File: src/rtl/fde_sequencer.sv
// -----------------------------------------------------------------------------
// fde_sequencer
//
// Fetch-decode-execute phase sequencer for the 16-bit processor control unit.
// Walks FETCH -> DECODE -> EXECUTE (EXEC_CYCLES cycles) [-> WRITEBACK] and
// publishes the current phase, per-phase strobes, an instruction-complete
// pulse and a retired-instruction counter.
//
// Build option:
//   FDE_WRITEBACK_EN  when defined, a WRITEBACK phase (code 11) follows
//                     EXECUTE and instr_done fires in WRITEBACK. When
//                     undefined, EXECUTE returns straight to FETCH, instr_done
//                     fires on the last EXECUTE cycle and wb_stb is tied to 0.
//
// Parameters:
//   EXEC_CYCLES  cycles spent in EXECUTE, legal range 1..16
//   COUNT_W      width of the retired-instruction counter
//
// Ports:
//   clk          rising-edge clock
//   reset        synchronous active-low reset
//   en           advance enable; 0 freezes all state
//   state        current phase (00 FETCH, 01 DECODE, 10 EXECUTE, 11 WRITEBACK),
//                driven straight from the state register
//   fetch_stb    FETCH  and en
//   decode_stb   DECODE and en
//   exec_stb     EXECUTE and en
//   wb_stb       WRITEBACK and en (0 without FDE_WRITEBACK_EN)
//   instr_done   high in the final enabled cycle of an instruction
//   instr_count  retired instructions, wraps modulo 2^COUNT_W
//
// Enable semantics: en is a plain advance qualifier, not a handshake. A cycle
// in which reset=1 and en=1 is one enabled cycle: its strobe is high and the
// following rising edge moves the sequence on by exactly one step. Any cycle
// with en=0 (or reset=0) shows no strobes and does not advance.
// -----------------------------------------------------------------------------
module fde_sequencer #(
    parameter int EXEC_CYCLES = 1,
    parameter int COUNT_W     = 16
) (
    input  logic               clk,
    input  logic               reset,
    input  logic               en,
    output logic [1:0]         state,
    output logic               fetch_stb,
    output logic               decode_stb,
    output logic               exec_stb,
    output logic               wb_stb,
    output logic               instr_done,
    output logic [COUNT_W-1:0] instr_count
);

    typedef enum logic [1:0] {
        S_FETCH  = 2'b00,
        S_DECODE = 2'b01,
        S_EXEC   = 2'b10,
        S_WB     = 2'b11
    } phase_e;

    // Counter value that marks the final EXECUTE cycle. Compared with >= so a
    // counter that somehow sits above it still ends the phase.
    localparam logic [4:0] LAST_CNT = 5'(EXEC_CYCLES - 1);

    phase_e               state_q, state_d;
    logic [3:0]           exec_cnt_q, exec_cnt_d;
    logic [COUNT_W-1:0]   count_q, count_d;
    logic                 exec_last;
    logic                 advance;

    assign advance   = reset & en;
    assign exec_last = ({1'b0, exec_cnt_q} >= LAST_CNT);

    always_ff @(posedge clk) begin
        if (!reset) begin
            state_q    <= S_FETCH;
            exec_cnt_q <= 4'd0;
            count_q    <= '0;
        end else begin
            state_q    <= state_d;
            exec_cnt_q <= exec_cnt_d;
            count_q    <= count_d;
        end
    end

    always_comb begin
        state_d    = state_q;
        exec_cnt_d = exec_cnt_q;
        count_d    = count_q;
        fetch_stb  = 1'b0;
        decode_stb = 1'b0;
        exec_stb   = 1'b0;
        wb_stb     = 1'b0;
        instr_done = 1'b0;

        if (advance) begin
            case (state_q)
                S_FETCH: begin
                    fetch_stb = 1'b1;
                    state_d   = S_DECODE;
                end
                S_DECODE: begin
                    decode_stb = 1'b1;
                    state_d    = S_EXEC;
                    exec_cnt_d = 4'd0;
                end
                S_EXEC: begin
                    exec_stb = 1'b1;
                    if (exec_last) begin
`ifdef FDE_WRITEBACK_EN
                        state_d = S_WB;
`else
                        state_d    = S_FETCH;
                        instr_done = 1'b1;
                        count_d    = count_q + COUNT_W'(1);
`endif
                    end else begin
                        exec_cnt_d = exec_cnt_q + 4'd1;
                    end
                end
                S_WB: begin
`ifdef FDE_WRITEBACK_EN
                    wb_stb     = 1'b1;
                    instr_done = 1'b1;
                    count_d    = count_q + COUNT_W'(1);
`endif
                    // Without writeback this code is unreachable; recover to
                    // FETCH silently, retiring nothing.
                    state_d = S_FETCH;
                end
                default: state_d = S_FETCH;
            endcase
        end
    end

    assign state       = state_q;
    assign instr_count = count_q;

endmodule

File: config.mk
export PLATFORM = sky130hd
export DESIGN_NAME = fde_sequencer
export DESIGN_NICKNAME = d
export VERILOG_FILES = /design/src/rtl/fde_sequencer.sv
export SDC_FILE = /design/constraint.sdc
export NUM_CORES = 1
export LEC_CHECK = 0
export CAP_MARGIN = 10
export CORE_MARGIN = 1
export CORE_UTILIZATION = 55
export CTS_BUF_LIST = sky130_fd_sc_hd__clkbuf_2 sky130_fd_sc_hd__clkbuf_4 sky130_fd_sc_hd__clkbuf_8
export DETAILED_ROUTE_END_ITERATION = 6
export DONT_BUFFER_PORTS = 1
export PLACE_DENSITY = 0.73
export SLEW_MARGIN = 5
export SYNTH_ARGS = -nofsm -noshare
export SYNTH_HDL_FRONTEND = slang
export SYNTH_SLANG_ARGS = --single-unit
File: constraint.sdc
create_clock -name clk -period 1.6 [get_ports clk]
set_input_delay 0.16 -clock clk [delete_from_list [all_inputs] [get_ports clk]]
set_output_delay 0.16 -clock clk [all_outputs]
set_load 0.02 [all_outputs]
==> impl_summary.txt, run 1 <==
----------------------------------------------------
[Worst setup path]
  R2r setup slk ... about 65 ps
  Crit Reg-Reg Startpoint ... instr_count[4]
  Element type at the critical path end ... flip-flop
  Startpoint types ... flip-flop
  CP Data Required Time ... 1790 ps
  Peak fanout along the critical path ... 6
  Worst Reg2Reg Path Length in Cells ... 4
  Reg2reg end ... instr_count[12]
  Critical Path AT ... approximately 1700 ps
  Crit path kind ... reg2reg

[Clock network]
  Number of gates resized after cts ... 0
  Sinks on Clock Net ... 18
  Clock slew seen by the registers of the worst setup and hold paths ... roughly 90 ps
  Hold-fix buffers, CTS ... 0
  Inserted Clock Buffers ... 3
  Clock tree buffer depth ... 2
  Clock Tree Root ... sky130_fd_sc_hd__clkbuf_4
  Clock tree from TritonCTS ... done
  Post-CTS Setup Bufs ... 0
  Number of H-tree levels ... 1
  Clock insertion delay at the later pin of the skew report ... about 280 ps

[Cells and area]
  Fin nets ... approximately 120
  Share of the core filled with cells in the final layout ... 68.4%
  Ant. Diodes ... 0
  Share of layout cells above drive strength 1 ... 22.6%
  Area grow syn2layout ... 16.4%

[GRT]
  Global-route wire length before repair ... 2.91 mm
  Met2 track demand over resource in global routing ... 35.6%
  Global routing usage on met3 ... 9.91%
  GRT Total Usage ... a little over a fifth
  Global-route met1 utilization ... 25.3%
  Layer with the highest usage ... met2
  Maximum number of pins on one net before global-route repair ... 16
  Number of global-route vias before repair ... between 600 and 700
  GR Overflow Total ... 0
  Number of antenna violations at the first check in global routing ... 0

[Worst hold path]
  Capture endpoint of the worst hold path ... instr_count[15]
  Hold path startpoint ... reset
  Hold Path Cell Cnt ... 2
  Path category of the worst min-delay check ... in2reg

[Timing]
  Time the final worst path needs with I/O delays and setup ... 1540 ps
  Fmax ... around 0.65 GHz
  Finish-stage setup viols ... 0
  Max-slew violation total from the final report ... 0
  Setup clock skew after layout ... between 2 and 3 ps
  Aggregate negative setup slack ... 0 ps
  Ratio of final minimum period to clock period ... between 90 and 100%
  Worst Hold Margin ... 13.6 ps
  Hold violation total from the final report ... 0

[Logic synthesis]
  Number of enable flip-flop cells after synthesis ... 0
  Share of Yosys cell area claimed by the top area cell type ... 40.7%
  Warnings, synthesis ... 0
  Cell taking the most area after synthesis ... sky130_fd_sc_hd__dfxtp_1
  Most repeated cell in the gate-level netlist after synthesis ... sky130_fd_sc_hd__dfxtp_1
  Top cells by instance count after synthesis ... sky130_fd_sc_hd__dfxtp_1 (18), sky130_fd_sc_hd__nor2_1 (12), sky130_fd_sc_hd__nand2_1 (11)
  Number of nets in the synthesized netlist ... 104
  Synth cell types ... 29
  Average size of a mapped cell ... slightly below 9 um2
  Share of synthesized area occupied by flip-flops and latches ... about 41%
  Prevailing post-synth register cell ... sky130_fd_sc_hd__dfxtp_1
  Cell area after synthesis ... 886 um2
  Ys async rst share ... 0%
  Top cells by area, synth ... sky130_fd_sc_hd__dfxtp_1 (41%), sky130_fd_sc_hd__mux2i_1 (6.8%), sky130_fd_sc_hd__nor2_1 (5.1%)
  Register bit count reported by yosys ... 18
  Post-Synthesis Cells ... 100

[Route]
  Antenna Violating Nets Remaining ... 0
  DRC violation count after routing ... 0
  Final WL ... 1.83 mm
  Drt first-iter violations ... 12
  Drt pass-1 iters ... 4
  Via-per-instance ratio ... 5.65
  Wire per inst ... 14.0 um
  Routed vias ... 740

[Placement]
  IO buf count ... 0
  Final estimated routing congestion in global placement ... 0.755
  Detailed-placement wirelength estimate ... 1.35 mm

[Floorplan]
  Floorplan die area ... 1770 um2
  Total I/O pin count ... 26
  Row count ... 14
  Width of the die ... 42.1 um
  Initial standard-cell utilization of the core ... around 59%
  Area of the core region ... 1510 um2
  Chip height ... roughly 42 um

[Power]
  Maximum vdd ir drop ... 0.557 mV
  Design Power ... around 0.00072 W
  Leak ... 0.444 nW
  Cell area power density ... roughly 700 nW/um2

[Outcome]
  Outcome ... complete, no violations

[Flow run]
  Max capacitance violation total ... 0

----------------------------------------------------
[power breakdown]
part	switching, W	internal (W)
combinational	0.0000316	0.0000197
clock	0.000126	0.0000874
sequential	0.00000352	0.000452
[layout by cell type (no fill, tap or decap)]
master	synthesis	layout
sky130_fd_sc_hd__xnor2_1	5	5
sky130_fd_sc_hd__a21oi_1	3	3
sky130_fd_sc_hd__or2_4	1	1
sky130_fd_sc_hd__dfxtp_1	18	18
sky130_fd_sc_hd__o21ai_0	1	1
sky130_fd_sc_hd__nor2_1	12	12
sky130_fd_sc_hd__xor2_1	4	4
sky130_fd_sc_hd__and3_1	2	2
sky130_fd_sc_hd__mux2i_1	6	6
sky130_fd_sc_hd__or2b_2	1	1
sky130_fd_sc_hd__nand3_1	7	7
sky130_fd_sc_hd__clkbuf_4	0	3
sky130_fd_sc_hd__inv_1	2	2
sky130_fd_sc_hd__nand2b_1	5	5
sky130_fd_sc_hd__nor4_2	1	2
sky130_fd_sc_hd__and4_1	2	2
sky130_fd_sc_hd__nand4b_4	1	1
sky130_fd_sc_hd__and4b_2	1	1
sky130_fd_sc_hd__nand2_1	11	11
sky130_fd_sc_hd__conb_1	1	1
sky130_fd_sc_hd__nor3_1	3	3
sky130_fd_sc_hd__ha_1	1	1
sky130_fd_sc_hd__or3_1	1	1
sky130_fd_sc_hd__buf_4	2	16
sky130_fd_sc_hd__nand4_1	3	3
sky130_fd_sc_hd__and3b_2	1	1
sky130_fd_sc_hd__nand3b_1	2	2
[critical path, stage by stage, from the launching register on]
cell,delay [ps]
sky130_fd_sc_hd__dfxtp_1,460
sky130_fd_sc_hd__nand4_1,230
sky130_fd_sc_hd__nor4_2,480
sky130_fd_sc_hd__nand3_1,150
sky130_fd_sc_hd__mux2i_1,130
[final cells by class]
class	count	area (um2)
Clock buffer	3	22.5
Fill cell	143	475
Inverter	2	7.51
Multi-Input combinational cell	76	500
Sequential cell	18	360
Tap cell	16	20.0
Timing Repair Buffer	16	120
[flip-flops by register name (all words and copies together) (netlist names)]
register	count
instr_count	16
state	2
[stage by stage]
step                      area [um2]  instances  worst slack, ps
after global routing            1030        131            -11.4
final                           1030        131             64.8
after global placement          1000        128              155
after CTS                       1020        131             15.9
after floorplan                  886        100             39.9
after detailed placement        1000        128             33.5
[worst max-delay path by stage]
stage	startpoint	endpoint	slack, ps	depth (start not counted)
2_1_floorplan	state[1]	instr_count[15]	40	4
3_3_place_gp	instr_count[4]	instr_count[15]	150	4
3_5_place_dp	instr_count[4]	instr_count[15]	30	4
4_1_cts	instr_count[4]	instr_count[15]	20	4
5_1_grt	instr_count[4]	instr_count[12]	-10	4
6_report	instr_count[4]	instr_count[12]	60	4
[kinds of logic after synthesis]
| group | share of synthesized area, % |
|---|---|
| AO/OA/AOI/OAI | 2.26 |
| XOR/XNOR | 8.90 |
| adder cells (fa/ha/maj) | 1.41 |
| buffers and inverters | 3.53 |
| flip-flops | 40.7 |
| multiplexers | 6.78 |
| other | 0.423 |
| AND/OR/NAND/NOR | 36.0 |
[metal layers]
layer,up-vias,routed length (um)
met1,337,761
met5,-,0
li1,373,-
met2,26,912
met4,0,43
met3,4,111
No activity file was read; power rests on OpenSTA's default activity.
==> inputs of run 2 (changes only) <==
--- a/config.mk
+++ b/config.mk
@@ -12,6 +12,7 @@
 export DETAILED_ROUTE_END_ITERATION = 6
 export DONT_BUFFER_PORTS = 1
 export PLACE_DENSITY = 0.73
+export SETUP_SLACK_MARGIN = 0.02
 export SLEW_MARGIN = 5
 export SYNTH_ARGS = -nofsm -noshare
 export SYNTH_HDL_FRONTEND = slang
==> run 2 against run 1 <==
Clock power is essentially flat. Largest power group unchanged. Total power about the same. Largest cell class unchanged. Count of clock-buffer cells in the layout unchanged. Fmax grew 1.1%. Critical path depth stayed put. Via count unchanged. Setup slack better by 17 ps.
==> impl_summary.txt, run 2 (same netlist as run 1, synthesis figures left out) <==
----------------------------------------------------
[Placement]
  Number of placed instances with taps included ... around 130
  Post-Place Setup Slack ... 33.5 ps
  Detailed-placement wirelength estimate ... 1.35 mm
  Final estimated routing congestion in global placement ... 0.755
  IO buf count ... 0

[Power]
  Maximum vdd ir drop ... 0.556 mV
  Portion of total power attributed to sequential cells ... 63.3%
  Internal power component ... 0.000559 W
  Switching Share ... 22.3%
  Clk network pwr share ... a little under 30%
  Switching power of the nets ... approximately 0.00016 W
  Cell area power density ... 698 nW/um2
  Design Power ... 0.000720 W
  Combinational group share of total power ... under 10%
  Leak ... ~0.44 nW

[Cells and area]
  Max reg flops ... 16
  Multi-input gate area in the final layout ... 500 um2
  Most common library cell in the layout ignoring fill and taps ... sky130_fd_sc_hd__dfxtp_1
  Post-route non-filler standard cell count ... 131
  Fill count ... 143
  Ant. Diodes ... 0
  Leading cell types in the layout, fill and taps excluded ... sky130_fd_sc_hd__dfxtp_1 (18), sky130_fd_sc_hd__buf_4 (16), sky130_fd_sc_hd__nor2_1 (12)
  Share of layout cells above drive strength 1 ... a little under a quarter
  Area grow syn2layout ... 16.4%
  Storage cell area ... 360 um2
  Fin nets ... between 100 and 150
  Share of the core filled with cells in the final layout ... 68.4%

[Floorplan]
  Floorplan die area ... 1770 um2
  Chip height ... 42.1 um
  Row count ... 14
  Width of the die ... about 42 um
  Total I/O pin count ... 26
  Initial standard-cell utilization of the core ... between 50% and 60%
  Area of the core region ... around 1500 um2

[Worst setup path]
  Worst path cell trace ... nand4_1, nor4_2, nand3_1, mux2i_1
  Crit path kind ... reg2reg
  Slowest cell delay on critical path ... 470 ps
  Startpoint types ... flip-flop
  Cell class contributing the biggest share of worst-path delay ... simple AND/OR/NAND/NOR gates
  Element type at the critical path end ... flip-flop
  Peak fanout along the critical path ... 6
  CP Data Required Time ... 1790 ps
  Critical Path AT ... 1700 ps
  Worst path buffer plus inverter count ... 0
  Slowest library cell on the worst path ... sky130_fd_sc_hd__nor4_2

[Clock network]
  Number of H-tree levels ... 1
  Sinks on Clock Net ... 18
  Hold-fix buffers, CTS ... 0
  Inserted Clock Buffers ... 3
  Clock tree from TritonCTS ... done
  Number of gates resized after cts ... 1
  Clock tree buffer depth ... 2
  Clock insertion delay at the later pin of the skew report ... 280 ps
  Post-CTS Setup Bufs ... 0
  Clock slew seen by the registers of the worst setup and hold paths ... roughly 90 ps
  Clock Tree Root ... sky130_fd_sc_hd__clkbuf_4

[Route]
  Drt pass-1 iters ... 4
  Routed vias ... between 700 and 800
  Antenna Violating Nets Remaining ... 0
  Wire per inst ... 13.8 um
  Via-per-instance ratio ... 5.65
  Drt first-iter violations ... 12
  Final WL ... around 1.8 mm
  DRC violation count after routing ... 0

[Timing]
  Max-slew violation total from the final report ... 0
  Hold violation total from the final report ... 0
  Setup slack of the critical path after layout ... 82.1 ps
  Ratio of final minimum period to clock period ... a little over nine tenths
  Time the final worst path needs with I/O delays and setup ... around 1500 ps
  Finish-stage setup viols ... 0
  Setup clock skew after layout ... 1.88 ps
  RSZ-0062 raised after global routing ... true
  Fmax ... 0.659 GHz

[GRT]
  Global-route met1 utilization ... 25.1%
  Met2 track demand over resource in global routing ... 35.0%
  Maximum number of pins on one net before global-route repair ... 16
  GRT Total Usage ... 22.6%
  Layer with the highest usage ... met2
  Number of antenna violations at the first check in global routing ... 0
  Number of global-route vias before repair ... 708
  Global-route wire length before repair ... 2.99 mm
  Global routing usage on met3 ... 9.91%
  GR Overflow Total ... 0

[Worst hold path]
  Path category of the worst min-delay check ... in2reg

[Outcome]
  Outcome ... complete, no violations

[Flow run]
  Max capacitance violation total ... 0

----------------------------------------------------
[run 2: cell counts in the layout (fill, tap and decap cells not counted)]
Identical to the previous run, type by type.
[run 2: worst paths after layout]
path | start | to | slack [ps] | depth (start not counted)
max | instr_count[4] | instr_count[12] | 80 | 4
min | reset | instr_count[13] | 20 | 2
max reg2reg | instr_count[4] | instr_count[12] | 80 | 4
min reg2reg | instr_count[15] | instr_count[15] | 580 | 2
[run 2: stage by stage]
step | cell area, um2 | TNS, ps | hold WS, ps
2_1_floorplan | 886 | 0 | 312
4_1_cts | 1030 | 0 | 5.29
3_5_place_dp | 1000 | 0 | 320
6_report | 1030 | 0 | 15.1
3_3_place_gp | 1000 | 0 | 311
5_1_grt | 1030 | -2.66 | 4.20
[run 2: final cells by class]
class	count	share of cell area, %
well taps	16	1.94
multi-input cells	76	48.5
clock buffers	3	2.18
flip-flops and latches	18	35.0
inverters	2	0.728
repair buffers	16	11.7
[run 2: per-layer routing]
metal | share of wire, % | up-vias
li1 | - | 372
met1 | 41 | 332
met2 | 48 | 28
met3 | 6.2 | 8
met4 | 4.8 | 0
met5 | 0 | -
[run 2: worst reg2reg max path: stages, from the launching register on]
cell and delay (ps):
sky130_fd_sc_hd__dfxtp_1 440, sky130_fd_sc_hd__nand4_1 220, sky130_fd_sc_hd__nor4_2 480, sky130_fd_sc_hd__nand3_1 150
sky130_fd_sc_hd__mux2i_1 130
[run 2: power by group through the flow]
stage | Sequential, W | Combinational [W] | Clock [W]
2_1_floorplan | 0.000474 | 0.0000370 | 0
3_3_place_gp | 0.000465 | 0.0000503 | 0
3_5_place_dp | 0.000466 | 0.0000515 | 0
4_1_cts | 0.000455 | 0.0000516 | 0.000225
5_1_grt | 0.000456 | 0.0000567 | 0.000241
6_report | 0.000455 | 0.0000513 | 0.000213
==> inputs of run 3 (changes only) <==
--- a/config.mk
+++ b/config.mk
@@ -7,11 +7,12 @@
 export LEC_CHECK = 0
 export CAP_MARGIN = 10
 export CORE_MARGIN = 1
-export CORE_UTILIZATION = 55
-export CTS_BUF_LIST = sky130_fd_sc_hd__clkbuf_2 sky130_fd_sc_hd__clkbuf_4 sky130_fd_sc_hd__clkbuf_8
+export CORE_UTILIZATION = 25
+export CTS_BUF_LIST = sky130_fd_sc_hd__clkbuf_4 sky130_fd_sc_hd__clkbuf_8
 export DETAILED_ROUTE_END_ITERATION = 6
 export DONT_BUFFER_PORTS = 1
-export PLACE_DENSITY = 0.73
+export GPL_TIMING_DRIVEN = 0
+export PLACE_DENSITY = 0.41
 export SETUP_SLACK_MARGIN = 0.02
 export SLEW_MARGIN = 5
 export SYNTH_ARGS = -nofsm -noshare
==> run 3 against run 2 <==
Sequential cell count unchanged. Design area increased by 4.9%. Total power increased by 13%. Largest power group unchanged. Die area increased by 110%. Critical path depth decreased by 1. Via count decreased by 3.6%. Routed wire length increased by 8.6%. Largest cell class unchanged. Non-clock buffer count decreased by 8.
==> impl_summary.txt, run 3 (same netlist as run 1, synthesis figures left out) <==
----------------------------------------------------
[Outcome]
  Outcome ... complete, no violations

[Route]
  Antenna Violating Nets Remaining ... 0
  Drt first-iter violations ... 24
  Routed vias ... 713
  Drt pass-1 iters ... 4
  Via-per-instance ratio ... 4.63
  Wire per inst ... 12.7 um
  Final WL ... 1.96 mm
  DRC violation count after routing ... 0

[Power]
  Switching Share ... 25.2%
  Switching power of the nets ... 0.000205 W
  Maximum vdd ir drop ... 0.221 mV
  Clk network pwr share ... between 30 and 40%
  Portion of total power attributed to sequential cells ... 56.8%
  Cell area power density ... around 750 nW/um2
  Combinational group share of total power ... 6.1%
  Leak ... about 0.42 nW
  Internal power component ... a little over 0.0006 W

[Worst setup path]
  CP Data Required Time ... 1440 ps
  Critical Path AT ... 1360 ps
  Crit path kind ... reg2out
  Element type at the critical path end ... output pin
  Startpoint types ... flip-flop
  Peak fanout along the critical path ... 8
  Crit Reg-Reg Startpoint ... instr_count[8]
  R2r setup slk ... 100 ps
  Reg2reg end ... instr_count[12]
  Worst Reg2Reg Path Length in Cells ... 4

[Timing]
  Ratio of final minimum period to clock period ... 94.9%
  Worst Hold Margin ... 181 ps
  Time the final worst path needs with I/O delays and setup ... 1520 ps
  Finish-stage setup viols ... 0
  Hold violation total from the final report ... 0
  Fmax ... approximately 0.66 GHz
  Setup clock skew after layout ... 7.20 ps
  Aggregate negative setup slack ... 0 ps
  Max-slew violation total from the final report ... 0
  RSZ-0062 raised after global routing ... true

[Floorplan]
  Chip height ... 61.5 um
  Initial standard-cell utilization of the core ... 26.3%
  Row count ... 21
  Total I/O pin count ... 26
  Area of the core region ... 3360 um2
  Width of the die ... 61.5 um
  Floorplan die area ... roughly 3800 um2

[Cells and area]
  Share of layout cells above drive strength 1 ... about 28%
  Finished Cell Area ... 1080 um2
  Leading cell types in the layout, fill and taps excluded ... sky130_fd_sc_hd__nor2_1 (12), sky130_fd_sc_hd__nand2_1 (11), sky130_fd_sc_hd__dfxtp_1 (8)
  Area grow syn2layout ... 22.0%
  Most common library cell in the layout ignoring fill and taps ... sky130_fd_sc_hd__nor2_1
  Post-route non-filler standard cell count ... 154
  Multi-input gate area in the final layout ... 531 um2
  Max reg flops ... 16
  Fill count ... 369
  Ant. Diodes ... 0
  Storage cell area ... approximately 380 um2
  Fin nets ... 113

[GRT]
  GRT Total Usage ... 11.7%
  Number of antenna violations at the first check in global routing ... 0
  GR Overflow Total ... 0
  Maximum number of pins on one net before global-route repair ... 11
  Number of global-route vias before repair ... 652
  Global-route wire length before repair ... 3.13 mm

[Placement]
  Detailed-placement wirelength estimate ... 1.41 mm
  Number of placed instances with taps included ... 146
  Placed standard-cell area ... 943 um2
  IO buf count ... 0
  Final estimated routing congestion in global placement ... a little under 0.7

[Clock network]
  Sinks on Clock Net ... 18
  Clock slew seen by the registers of the worst setup and hold paths ... about 110 ps
  Inserted Clock Buffers ... 3
  Clock tree from TritonCTS ... done
  Clock Tree Root ... sky130_fd_sc_hd__clkbuf_4
  Number of H-tree levels ... 1
  Clock tree buffer depth ... 2
  Clock insertion delay at the later pin of the skew report ... roughly 310 ps

[Worst hold path]
  Hold path startpoint ... reset
  Hold Path Cell Cnt ... 3
  Capture endpoint of the worst hold path ... instr_count[11]
  Path category of the worst min-delay check ... in2reg

[Flow run]
  Max capacitance violation total ... 0

----------------------------------------------------
-- run 3: changes by cell type in the layout (fill, tap and decap cells not counted), moves of 2 or more --
cell | previous run | this run
sky130_fd_sc_hd__buf_4 | 16 | 3
sky130_fd_sc_hd__dfxtp_1 | 18 | 8
sky130_fd_sc_hd__dfxtp_2 | 0 | 6
sky130_fd_sc_hd__dfxtp_4 | 0 | 4
sky130_fd_sc_hd__dlygate4sd3_1 | 0 | 2
sky130_fd_sc_hd__nand3_1 | 7 | 5
sky130_fd_sc_hd__nand3_2 | 0 | 2
sky130_fd_sc_hd__nor4_2 | 2 | 0
sky130_fd_sc_hd__nor4_4 | 0 | 2
-- run 3: power groups by stage --
stage / Clock (W) / Combinational, W / Sequential [W]
2_1_floorplan: 0 / 0.0000370 / 0.000474
3_3_place_gp: 0 / 0.0000431 / 0.000476
3_5_place_dp: 0 / 0.0000441 / 0.000476
4_1_cts: 0.000309 / 0.0000502 / 0.000466
5_1_grt: 0.000332 / 0.0000557 / 0.000464
6_report: 0.000302 / 0.0000499 / 0.000462
-- run 3: stage by stage --
stage / worst slack [ps] / total power, W / utilization (%)
final: 81.0 / 0.000814 / 32.1
after global routing: -4.24 / 0.000852 / 32.1
after CTS: 22.0 / 0.000825 / 31.0
after detailed placement: -364 / 0.000520 / 28.1
after global placement: -332 / 0.000519 / 28.1
after floorplan: 39.9 / 0.000511 / -
-- run 3: how the worst max path moves through the flow --
stage | end | from | cells past startpoint
global route | instr_done | state[0] | 3
detailed placement | instr_count[15] | state[1] | 4
finish | instr_done | state[0] | 3
floorplan | instr_count[15] | state[1] | 4
global placement | instr_count[15] | state[1] | 4
CTS | instr_count[15] | instr_count[3] | 4
-- run 3: area by class of cell --
type	instances	share of cell area [%]
Multi-Input combinational cell	76	49.1
Sequential cell	18	35.4
Tap cell	46	5.32
Clock buffer	4	3.36
Timing Repair Buffer	4	3.24
Buffer	4	2.55
Inverter	2	1.04
-- run 3: metal layers --
layer	vias to the layer above	GRT usage, %	routed length, um	share of wire (%)
met3	4	3.99	135	6.9
met1	327	13.7	849	43
met4	0	7.62	38	1.9
met2	22	18.0	935	48
li1	360	-	-	-
met5	-	0	0	0
-- run 3: critical path: stages (launching register included) --
cell and delay [ps]:
sky130_fd_sc_hd__dfxtp_4 430, sky130_fd_sc_hd__nand4b_4 210, sky130_fd_sc_hd__clkinvlp_4 220, sky130_fd_sc_hd__buf_6 190
-- run 3: what timing repair did --
action                     CTS  global route
gates cloned                 0             0
setup endpoints to repair    9             7
hold buffers                 2             0
hold endpoints to repair     4             0
pin swaps                    0             2
setup buffers                0             2
resized for setup           15             7
